### config.mk
export PLATFORM = sky130hd
export DESIGN_NAME = sample_pacer_flat
export DESIGN_NICKNAME = d
export VERILOG_FILES = /design/src/rtl/sample_pacer_if.sv /design/src/rtl/sample_pacer.sv /design/src/flat_wrapper.sv
export SDC_FILE = /design/constraint.sdc
export NUM_CORES = 1
export LEC_CHECK = 0
export ABC_CLOCK_PERIOD_IN_PS = 3340
export CORE_UTILIZATION = 55
export DETAILED_ROUTE_END_ITERATION = 10
export PLACE_DENSITY = 0.79
export SKIP_CTS_REPAIR_TIMING = 1
export SLEW_MARGIN = 30
export SYNTH_ARGS = -nofsm -noshare
export SYNTH_HDL_FRONTEND = slang
export SYNTH_SLANG_ARGS = --single-unit
### constraint.sdc
create_clock -name clock_in -period 3.34 [get_ports clock_in]
set_clock_uncertainty 0.15 [all_clocks]
set_input_delay 0.501 -clock clock_in [delete_from_list [all_inputs] [get_ports clock_in]]
set_output_delay 0.501 -clock clock_in [all_outputs]
set_load 0.05 [all_outputs]
### src/rtl/sample_pacer_if.sv
// Sample stream bundle: upstream push handshake in, paced sample stream and status out.
interface sample_pacer_if #(
  parameter int DATA_W = 16,
  parameter int DEPTH  = 16
);
  localparam int LVL_W = $clog2(DEPTH) + 1;

  logic [DATA_W-1:0] s_data;
  logic              s_valid;
  logic              s_ready;
  logic [DATA_W-1:0] m_data;
  logic              m_strobe;
  logic [LVL_W-1:0]  level;
  logic              underrun;

  modport slave (
    input  s_data, s_valid,
    output s_ready, m_data, m_strobe, level, underrun
  );

  modport master (
    output s_data, s_valid,
    input  s_ready, m_data, m_strobe, level, underrun
  );
endinterface

### src/rtl/sample_pacer.sv
// Buffers upstream samples in a FIFO and releases one per rising edge of a selected
// sample-rate square wave, after an initial prefill; flags strobes that find the FIFO empty.
module sample_pacer #(
  parameter int DATA_W  = 16,
  parameter int DEPTH   = 16,
  parameter int PREFILL = 8
) (
  input  logic       clock_in,
  input  logic       rst_in,
  input  logic [7:0] samp_rates,
  input  logic [2:0] rate_sel,
  sample_pacer_if.slave bus
);
  localparam int PTR_W = $clog2(DEPTH);
  localparam int LVL_W = PTR_W + 1;
  localparam logic [LVL_W-1:0] DEPTH_L   = LVL_W'(DEPTH);
  localparam logic [LVL_W-1:0] PREFILL_L = LVL_W'(PREFILL);

  typedef enum logic {FILL, RUN} state_e;

  state_e             state_q, state_d;
  logic [2:0]         sel_q;
  logic               sel_line_q, sel_prev_q;
  logic [PTR_W-1:0]   wr_ptr_q, rd_ptr_q;
  logic [LVL_W-1:0]   level_q, level_d;
  logic [DATA_W-1:0]  mem [0:DEPTH-1];
  logic [DATA_W-1:0]  m_data_q;
  logic               m_strobe_q, underrun_q;

  logic sel_chg, tick, push, pop, strobe_d, starve;

  // A rate switch reloads both edge-detect stages, so its own cycle must not act on a stale tick.
  assign sel_chg = (rate_sel != sel_q);
  assign tick    = sel_line_q & ~sel_prev_q & ~sel_chg;
  assign push    = bus.s_valid & bus.s_ready;

  always_comb begin
    state_d  = state_q;
    pop      = 1'b0;
    starve   = 1'b0;
    strobe_d = 1'b0;
    if (sel_chg) begin
      state_d = FILL;
    end else begin
      case (state_q)
        FILL: begin
          if (level_q >= PREFILL_L) state_d = RUN;
        end
        RUN: begin
          if (tick) begin
            strobe_d = 1'b1;
            // Uses the registered level: a same-edge push into an empty FIFO still starves.
            if (level_q != '0) begin
              pop = 1'b1;
            end else begin
              starve  = 1'b1;
              state_d = FILL;
            end
          end
        end
        default: state_d = FILL;
      endcase
    end
  end

  always_comb begin
    level_d = level_q;
    case ({push, pop})
      2'b10:   level_d = level_q + LVL_W'(1);
      2'b01:   level_d = level_q - LVL_W'(1);
      default: level_d = level_q;
    endcase
  end

  always_ff @(posedge clock_in) begin
    if (rst_in) begin
      state_q <= FILL;
    end else begin
      state_q <= state_d;
    end
  end

  always_ff @(posedge clock_in) begin
    if (rst_in) begin
      sel_q      <= rate_sel;
      sel_line_q <= samp_rates[rate_sel];
      sel_prev_q <= samp_rates[rate_sel];
      wr_ptr_q   <= '0;
      rd_ptr_q   <= '0;
      level_q    <= '0;
      m_data_q   <= '0;
      m_strobe_q <= 1'b0;
      underrun_q <= 1'b0;
    end else begin
      level_q    <= level_d;
      m_strobe_q <= strobe_d;
      if (push) wr_ptr_q <= wr_ptr_q + PTR_W'(1);
      if (pop)  rd_ptr_q <= rd_ptr_q + PTR_W'(1);
      if (pop) begin
        m_data_q <= mem[rd_ptr_q];
      end else if (starve) begin
        m_data_q <= '0;
      end
      if (sel_chg) begin
        sel_q      <= rate_sel;
        sel_line_q <= samp_rates[rate_sel];
        sel_prev_q <= samp_rates[rate_sel];
        underrun_q <= 1'b0;
      end else begin
        sel_line_q <= samp_rates[sel_q];
        sel_prev_q <= sel_line_q;
        if (starve) underrun_q <= 1'b1;
      end
    end
  end

  // Sample storage is left unreset so it maps onto block RAM.
  always_ff @(posedge clock_in) begin
    if (push) mem[wr_ptr_q] <= bus.s_data;
  end

  assign bus.s_ready  = (level_q < DEPTH_L);
  assign bus.m_data   = m_data_q;
  assign bus.m_strobe = m_strobe_q;
  assign bus.level    = level_q;
  assign bus.underrun = underrun_q;
endmodule
### src/flat_wrapper.sv
// flat-port wrapper written by rule: the top's interface ports become plain ports
module sample_pacer_flat 
#(
  parameter int DATA_W  = 16,
  parameter int DEPTH   = 16,
  parameter int PREFILL = 8
)
  (clock_in, rst_in, samp_rates, rate_sel, bus_s_data, bus_s_valid, bus_s_ready, bus_m_data, bus_m_strobe, bus_level, bus_underrun);
  sample_pacer_if #(.DATA_W(DATA_W), .DEPTH(DEPTH)) bus_i ();
  input  logic clock_in;
  input  logic rst_in;
  input  logic [7:0] samp_rates;
  input  logic [2:0] rate_sel;
  input wire logic [$bits(bus_i.s_data)-1:0] bus_s_data;
  input wire logic [$bits(bus_i.s_valid)-1:0] bus_s_valid;
  output wire logic [$bits(bus_i.s_ready)-1:0] bus_s_ready;
  output wire logic [$bits(bus_i.m_data)-1:0] bus_m_data;
  output wire logic [$bits(bus_i.m_strobe)-1:0] bus_m_strobe;
  output wire logic [$bits(bus_i.level)-1:0] bus_level;
  output wire logic [$bits(bus_i.underrun)-1:0] bus_underrun;
  assign bus_i.s_data = bus_s_data;
  assign bus_i.s_valid = bus_s_valid;
  assign bus_s_ready = bus_i.s_ready;
  assign bus_m_data = bus_i.m_data;
  assign bus_m_strobe = bus_i.m_strobe;
  assign bus_level = bus_i.level;
  assign bus_underrun = bus_i.underrun;
  sample_pacer #(.DATA_W(DATA_W), .DEPTH(DEPTH), .PREFILL(PREFILL)) u_core (.clock_in(clock_in), .rst_in(rst_in), .samp_rates(samp_rates), .rate_sel(rate_sel), .bus(bus_i));
endmodule
==> flow_metrics.tcl, run 1 <==
set metrics [dict create \
    ioPinCount 54 \
    antenna_found_initial 0 \
    synth_edf_count 259 \
    grt_setup_unrepaired "false" \
    track_usage 0.235 \
    yosysMostFrequentCell "edfxtp_1" \
    worstHoldStart "u_core.bus.underrun" \
    grt_pass1_wl_mm 37.6 \
    yosys-top-cells-area "edfxtp_1 (66%), mux4_2 (12%), dfxtp_1 (6.5%)" \
    max_slew_margin 0.538 \
    hold_depth 1 \
    grt_pass1_vias 6221 \
    holdWs_ps 313 \
    final_nets 713 \
    start_kind "flop" \
    status "finished clean" \
    drt_wl_total_mm 24.5 \
    drv_cap 0 \
    p_total_mw 7.84 \
    gr-total-overflow 0 \
    hold_path_end "u_core.bus.underrun" \
    globalRouteMet3Util 0.0296 \
    grtUsageMet1 0.319 \
    period_needed_ps 3070 \
    syn_inst 596 \
    ys_seq_area_frac 0.730 \
    rr_startpoint "u_core.bus.level[1]" \
    final_util 0.666 \
    layout_setup_ws_ps 274 \
    place_congestion 0.841 \
    synth_common_cells "edfxtp_1 (259), mux4_2 (62), dfxtp_1 (38)" \
    r2r_end "u_core.bus.level[4]" \
    netlist_area_sq_um 11700 \
    p_leak_nw 4.36 \
    dp_hpwl_mm 14.7 \
    place_ws_ps 25.3 \
    synth_top_area_cell "edfxtp_1" \
    port_buffers 53 \
    ys_seq_elements 297 \
    drv_slew 0 \
    crit_path_end_kind "flop" \
    synth_cell_types 48 \
    path_clk_slew_ps 60 \
    dr.pass1.iters 5 \
    reg2reg_slack_ps 270 \
    use_met2 0.402 \
    finalHoldViolations 0 \
    arrival_ps 3330 \
    max_slew.worst_pin.slew_ps 691 \
    drt-wirelength-per-cell_microns 25.3 \
    syn_to_final_growth_pct 16.9 \
    fp-row-count 52 \
    busiest_layer "met2" \
    cp_data_required_time_ps 3600 \
    syn_nets 635 \
    finalCritPeriodShare 0.918 \
    yosysTopAreaCellShare 0.665 \
    cp_max_fo 10 \
    stdcell_count 967 \
    hold_path_class "reg2reg" \
    die_h_microns 148 \
    cts_tree "built" \
    crit_type "reg2reg" \
    core_area_sq_um 20600 \
    clkLatencyLatePin_ps 550 \
    clock_path_buffers 3 \
    antenna_left 0 \
    cts_buffers 29 \
    start_util 0.569 \
    power_density_nw_per_um2 573 \
    drtIter0Drc 617 \
    viasPerCell 6.26 \
    place_area_sq_um 12700 \
    timing.fmax_mhz 326 \
    async_flop_share 0 \
    fp.dieW_microns 148 \
    vias 6057 \
    yosysWarnings 0 \
    r2r_cells 10 \
    ys.flop_type "edfxtp_1" \
    dieArea_sq_um 21900 \
    drive_above_1_share 0.237 \
    setup_violations 0 \
    ir_drop_uv 389 \
    setup_tns_ps 0 \
    grt_start_max_net_pins 38 \
    postLayoutCellArea_sq_um 13700 \
    clock_sinks 297 \
    syn_area_per_cell_sq_um 19.6 \
    cts-root-buf "clkbuf_16" \
    htree_levels 1 \
    dp_cells 913 \
    route.detailed.drc 0 \
    diodes 0 \
]
-- layout by cell type (no fill, tap or decap), drive strengths merged, types with 5 or more instances in the layout --
cell type / n
dfxtp: 38
clkdlybuf4s50: 53
bufinv: 7
buf: 29
o21ai: 6
clkbuf: 33
and2: 16
mux2: 25
nor2: 15
nor3: 19
clkinv: 12
nand2: 7
mux2i: 16
edfxtp: 259
inv: 9
o22ai: 5
a221o: 16
xnor2: 5
a21oi: 10
ha: 9
mux4: 62
-- worst max path at each step --
stage                   startpoint                   to  slack [ps]  cells past startpoint
2_1_floorplan  u_core.bus.level[1]  u_core.bus.level[2]         250                     12
3_3_place_gp           rate_sel[0]  u_core.bus.level[4]         200                     11
3_5_place_dp           rate_sel[0]  u_core.bus.level[4]          30                     11
4_1_cts        u_core.bus.level[1]  u_core.bus.level[4]         320                     10
5_1_grt        u_core.bus.level[1]  u_core.bus.level[4]         160                     10
6_report       u_core.bus.level[1]  u_core.bus.level[4]         270                     10
-- cell type report --
class	instances	area, sq um
clock buffers	33	741
clock inverters	21	279
fillers	1283	6880
inverters	8	30.0
multi-input cells	256	2920
flip-flops and latches	297	8540
well taps	270	338
repair buffers	82	836
-- state kept, by name (all words and copies together) (netlist names), named ones only --
register / count
u_core.bus.level: 5
u_core.wr_ptr_q: 4
u_core.state_q: 1
u_core.bus.m_data: 16
u_core.sel_prev_q: 1
u_core.mem: 256
u_core.rd_ptr_q: 4
u_core.sel_line_q: 1
u_core.sel_q: 3
u_core.bus.m_strobe: 1
u_core.bus.underrun: 1
-- where the power goes --
part	total (mW)	switching [mW]	internal, mW	leakage, nW
registers	4.11	0.0264	4.08	2.65
clock network	3.45	1.33	2.13	0.499
logic	0.271	0.161	0.110	1.20
-- cells by family (layout without fill, tap and decap cells) --
kind of cell	after synthesis	count (layout)	synth area share
flops	297	297	0.730
mux	103	103	0.157
simple gates	86	86	0.0433
compound gates	49	49	0.0324
buf+inv	43	144	0.0211
fa+ha+maj	9	9	0.00962
xor+xnor	9	9	0.00674
-- critical path, cell delays in order (launching register included) --
cell and delay, ps:
dfxtp_1 420, or4_4 640, nor2_8 180, nor2_1 110, ha_1 330, xor2_1 190, ha_1 230, a211o_1 260
a21oi_1 210, a211o_1 140, nand3_1 70
-- routing by layer --
| metal | part of all wire | wire length [microns] |
|---|---|---|
| met4 | 0.021 | 525 |
| met5 | 0 | 0 |
| met2 | 0.52 | 12700 |
| met1 | 0.40 | 9750 |
| met3 | 0.062 | 1520 |
Power figures use the tool's default switching activity.
==> inputs of run 2 (changes only) <==
--- a/config.mk
+++ b/config.mk
@@ -6,9 +6,11 @@
 export NUM_CORES = 1
 export LEC_CHECK = 0
 export ABC_CLOCK_PERIOD_IN_PS = 3340
-export CORE_UTILIZATION = 55
+export CELL_PAD_IN_SITES_DETAIL_PLACEMENT = 1
+export CELL_PAD_IN_SITES_GLOBAL_PLACEMENT = 1
+export CORE_UTILIZATION = 52
 export DETAILED_ROUTE_END_ITERATION = 10
-export PLACE_DENSITY = 0.79
+export PLACE_DENSITY = 0.83
 export SKIP_CTS_REPAIR_TIMING = 1
 export SLEW_MARGIN = 30
 export SYNTH_ARGS = -nofsm -noshare
==> run 2 against run 1 <==
Compared with the run above:
- the flow now finishes with violations (DRC)
- register-to-register slack worse by 50 ps
- maximum frequency down 1.6%
- core utilization down 4.6 points
- worst hold slack better by 10 ps
- total power down 1.3%
- sequential power about the same
- clock-buffer cell count up 5
- largest cell class unchanged
==> flow_metrics.tcl, run 2 (same netlist as run 1, synthesis figures left out) <==
set metrics [dict create \
    status "finished, violations left" \
    violations "DRC" \
    clock_path_buffers 3 \
    grt_start_max_net_pins 65 \
    route.detailed.drc 4 \
    grt_pass1_wl_mm 41.6 \
    max_stage_delay_ps 640 \
    drv_cap 0 \
    cts_buffers 29 \
    syn_to_final_growth_pct 16.3 \
    setup_violations 0 \
    final_cell_mix "edfxtp_1 (259), mux4_2 (62), clkdlybuf4s50_1 (53)" \
    drt_wl_total_mm 27.7 \
    power.share.clock 0.432 \
    track_usage 0.246 \
    period_needed_ps 3120 \
    place_area_sq_um 12600 \
    cp_top_family "simple AND/OR/NAND/NOR gates" \
    arrival_ps 3390 \
    fp.dieW_microns 152 \
    dieArea_sq_um 23100 \
    place_congestion 0.740 \
    p_leak_nw 4.33 \
    vias 6125 \
    finalHoldViolations 0 \
    path_clk_slew_ps 60 \
    place_ws_ps -102 \
    drt-wirelength-per-cell_microns 28.5 \
    start_util 0.533 \
    power.switching_mw 1.54 \
    hold_path_class "reg2reg" \
    port_buffers 53 \
    crit_type "reg2reg" \
    gr-total-overflow 0 \
    clkLatencyLatePin_ps 540 \
    die_h_microns 152 \
    drive_above_1_share 0.238 \
    startpoint "u_core.bus.level[1]" \
    ir_drop_uv 405 \
    final_common_cell "edfxtp_1" \
    drv_slew 0 \
    cts-root-buf "clkbuf_16" \
    timing.fmax_mhz 321 \
    ioPinCount 54 \
    rr_startpoint "u_core.bus.level[1]" \
    finalCritPeriodShare 0.933 \
    clock_sinks 297 \
    dp_hpwl_mm 16.1 \
    antenna_left 0 \
    p_sw_frac 0.200 \
    diodes 0 \
    worstHoldStart "u_core.bus.underrun" \
    start_kind "flop" \
    grt_setup_unrepaired "false" \
    largest-register "u_core.mem" \
    fp-row-count 54 \
    worstPathCellList "or4_4 -> nor2_8 -> nor2_1 -> ha_1 -> xor2_1 -> ha_1 -> a211o_1 -> a21oi_1 -> a211o_1 -> nand3_1" \
    dr.pass1.iters 8 \
    layout_setup_ws_ps 223 \
    htree_levels 1 \
    drtIter0Drc 454 \
    viasPerCell 6.29 \
    crit_path_end_kind "flop" \
    cts_tree "built" \
    holdWs_ps 323 \
    crit_buf_inv 0 \
    antenna_found_initial 0 \
    cp_data_required_time_ps 3610 \
    cp_max_fo 10 \
    max_slew_margin 0.573 \
    fill_cells 1844 \
    power_density_nw_per_um2 569 \
    p_total_mw 7.74 \
    final_nets 710 \
    postLayoutCellArea_sq_um 13600 \
    pwr-share-seq 0.532 \
    core_area_sq_um 22000 \
    final_util 0.620 \
    max_slew.worst_pin.slew_ps 640 \
    largest_reg_flops 256 \
    p_int_mw 6.19 \
    critPathSlowestCell "or4_4" \
    p_comb_frac 0.036 \
    grt_pass1_vias 6613 \
]
## run 2: changes by cell type in the layout (fill, tap and decap cells not counted), sizes merged
cell	before	now
buf	29	26
clkbuf	33	38
clkinvlp	1	0
inv	9	8
bufinv	7	3
## run 2: cell type report
class | count | area [sq um] | area share
multi-input combinational | 256 | 2920 | 0.214
clock inverter | 15 | 150 | 0.0110
sequential | 297 | 8540 | 0.628
inverter | 8 | 30.0 | 0.00221
timing repair buffer | 79 | 776 | 0.0570
clock buffer | 38 | 842 | 0.0619
tap | 280 | 350 | 0.0257
## run 2: per-layer routing
metal	vias to the layer above	routed length, microns	track usage
li1	2583	-	-
met1	3244	11000	0.311
met2	235	14400	0.434
met3	63	1570	0.0414
met4	0	804	0.0797
met5	-	0	0
## run 2: power groups by stage
stage	combinational [mW]	sequential [mW]	clock, mW
after floorplan	0.139	4.19	0
after global placement	0.255	4.18	0
after detailed placement	0.277	4.19	0
after CTS	0.280	4.11	3.39
after global routing	0.299	4.11	3.50
final	0.280	4.11	3.34
## run 2: final timing paths
| path | slack [ps] | to | cells past startpoint |
|---|---|---|---|
| hold reg to reg | 320 | u_core.bus.underrun | 1 |
| setup reg to reg | 220 | u_core.bus.level[4] | 10 |
| setup / recovery | 220 | u_core.bus.level[4] | 10 |
| hold / removal | 320 | u_core.bus.underrun | 1 |
## run 2: through the flow
stage                     instances  TNS, ps
final                           973        0
after global placement          920        0
after floorplan                 596        0
after detailed placement        920     -191
after CTS                       973        0
after global routing            973        0
==> inputs of run 3 (changes only) <==
--- a/config.mk
+++ b/config.mk
@@ -8,6 +8,7 @@
 export ABC_CLOCK_PERIOD_IN_PS = 3340
 export CELL_PAD_IN_SITES_DETAIL_PLACEMENT = 1
 export CELL_PAD_IN_SITES_GLOBAL_PLACEMENT = 1
+export CORE_MARGIN = 2
 export CORE_UTILIZATION = 52
 export DETAILED_ROUTE_END_ITERATION = 10
 export PLACE_DENSITY = 0.83
==> run 3 against run 2 <==
Compared with the run above:
- the run now ends clean
- sequential cell count is the same
- die area rose by 2.6%
- critical path type unchanged
- highest routed layer unchanged
- combinational power about the same
- sequential share of layout area about the same
- largest cell class unchanged
- clock power is 4% higher
- largest power group unchanged
- critical path depth stayed put
- via count hardly changed
- sequential power barely moved
- register-to-register slack improved by 20 ps
- final cell count grew 0.31%
- worst hold slack better by 23 ps
- clock-buffer cell count down 3
==> flow_metrics.tcl, run 3 (same netlist as run 1, synthesis figures left out) <==
set metrics [dict create \
    status "finished clean" \
    setup_tns_ps 0 \
    core_area_sq_um 22000 \
    viasPerCell 6.28 \
    antenna_left 0 \
    hold_path_class "reg2reg" \
    max_stage_delay_ps 640 \
    syn_to_final_growth_pct 16.3 \
    cp_top_family "simple AND/OR/NAND/NOR gates" \
    htree_levels 1 \
    power.switching_mw 1.63 \
    setup_violations 0 \
    start_util 0.533 \
    max_slew.worst_pin.slew_ps 625 \
    port_buffers 53 \
    drt-wirelength-per-cell_microns 29.4 \
    r2r_cells 10 \
    cp_max_fo 10 \
    finalCritPeriodShare 0.926 \
    clkLatencyLatePin_ps 570 \
    busiest_layer "met2" \
    gr-total-overflow 0 \
    grt_start_max_net_pins 65 \
    finalHoldViolations 0 \
    die_h_microns 154 \
    clock_path_buffers 3 \
    timing.fmax_mhz 323 \
    final_cell_mix "edfxtp_1 (259), mux4_2 (62), clkdlybuf4s50_1 (53)" \
    vias 6129 \
    path_depth 10 \
    ioPinCount 54 \
    dp_hpwl_mm 16.5 \
    drv_cap 0 \
    track_usage 0.250 \
    drtIter0Drc 485 \
    route.detailed.drc 0 \
    dieArea_sq_um 23700 \
    grtUsageMet1 0.324 \
    grt_pass1_wl_mm 43.4 \
    antenna_found_initial 0 \
    ir_drop_uv 465 \
    clock_sinks 297 \
    start_kind "flop" \
    largest_reg_flops 256 \
    drive_above_1_share 0.234 \
    fp-row-count 54 \
    cts_tree "built" \
    dr.pass1.iters 5 \
    drv_slew 0 \
    crit_buf_inv 0 \
    cp_data_required_time_ps 3620 \
    grt_setup_unrepaired "false" \
    holdWs_ps 346 \
    grt_pass1_vias 6719 \
    reg2reg_slack_ps 250 \
    path_clk_slew_ps 70 \
    crit_end "u_core.bus.level[4]" \
    crit_path_end_kind "flop" \
    rr_startpoint "u_core.bus.level[1]" \
    drt_wl_total_mm 28.7 \
    startpoint "u_core.bus.level[1]" \
    period_needed_ps 3090 \
    use_met2 0.432 \
    cts-root-buf "clkbuf_16" \
    fill_cells 1847 \
    worstPathCellList "or4_4 -> nor2_8 -> nor2_1 -> ha_1 -> xor2_1 -> ha_1 -> a211o_1 -> a21oi_1 -> a211o_1 -> nand3_1" \
    power_density_nw_per_um2 578 \
    place_congestion 0.728 \
    final_nets 711 \
    arrival_ps 3370 \
    largest-register "u_core.mem" \
    globalRouteMet3Util 0.0395 \
    max_slew_margin 0.582 \
    critPathSlowestCell "or4_4" \
    p_comb_frac 0.036 \
    p_int_mw 6.23 \
    p_sw_frac 0.207 \
    p_leak_nw 4.31 \
    stdcell_count 976 \
    dp_cells 920 \
    diodes 0 \
    power.share.clock 0.441 \
    crit_type "reg2reg" \
    final_common_cell "edfxtp_1" \
    fp.dieW_microns 154 \
    cts_buffers 30 \
    pwr-share-seq 0.523 \
    r2r_end "u_core.bus.level[4]" \
]
[run 3: stage by stage]
stage               power (mW)  worst slack (ps)  utilization  area (sq um)
global placement          4.44               197        0.573         12600
detailed placement        4.47             -84.7        0.573         12600
floorplan                 4.32               250            -         11700
CTS                       7.90               268        0.620         13600
finish                    7.87               246        0.620         13600
global route              8.07              46.9        0.620         13600
[run 3: worst register-to-register path: cells and delay by family (launching register included)]
family | cells | cell delay, ps
simple gates | 4 | 1030
compound gates | 3 | 620
fa+ha+maj | 2 | 560
flops | 1 | 420
xor+xnor | 1 | 190
[run 3: cell type report]
type	instances	area (sq um)	share of cell area
clock buffers	35	769	0.0565
clock inverters	21	250	0.0184
inverters	8	30.0	0.00221
multi-input cells	256	2920	0.214
flip-flops and latches	297	8540	0.628
well taps	280	350	0.0257
repair buffers	79	751	0.0552
[run 3: worst min-delay path by stage]
stage	from	to	slack, ps	depth (start not counted)
2_1_floorplan	u_core.sel_line_q	u_core.sel_prev_q	300	1
3_3_place_gp	u_core.bus.underrun	u_core.bus.underrun	300	1
3_5_place_dp	u_core.bus.underrun	u_core.bus.underrun	320	1
4_1_cts	u_core.bus.underrun	u_core.bus.underrun	340	1
5_1_grt	u_core.bus.underrun	u_core.bus.underrun	370	1
6_report	u_core.bus.m_data[6]	u_core.bus.m_data[6]	350	1
[run 3: power groups by stage]
stage	clock [mW]	combinational [mW]	sequential, mW
floorplan	0	0.139	4.19
global placement	0	0.254	4.18
detailed placement	0	0.277	4.19
CTS	3.51	0.281	4.11
global route	3.65	0.301	4.12
finish	3.47	0.280	4.11
[run 3: metal layers]
metal,vias up,share of wire
li1,2595,-
met5,-,0
met1,3230,0.39
met2,240,0.52
met3,64,0.057
met4,0,0.029
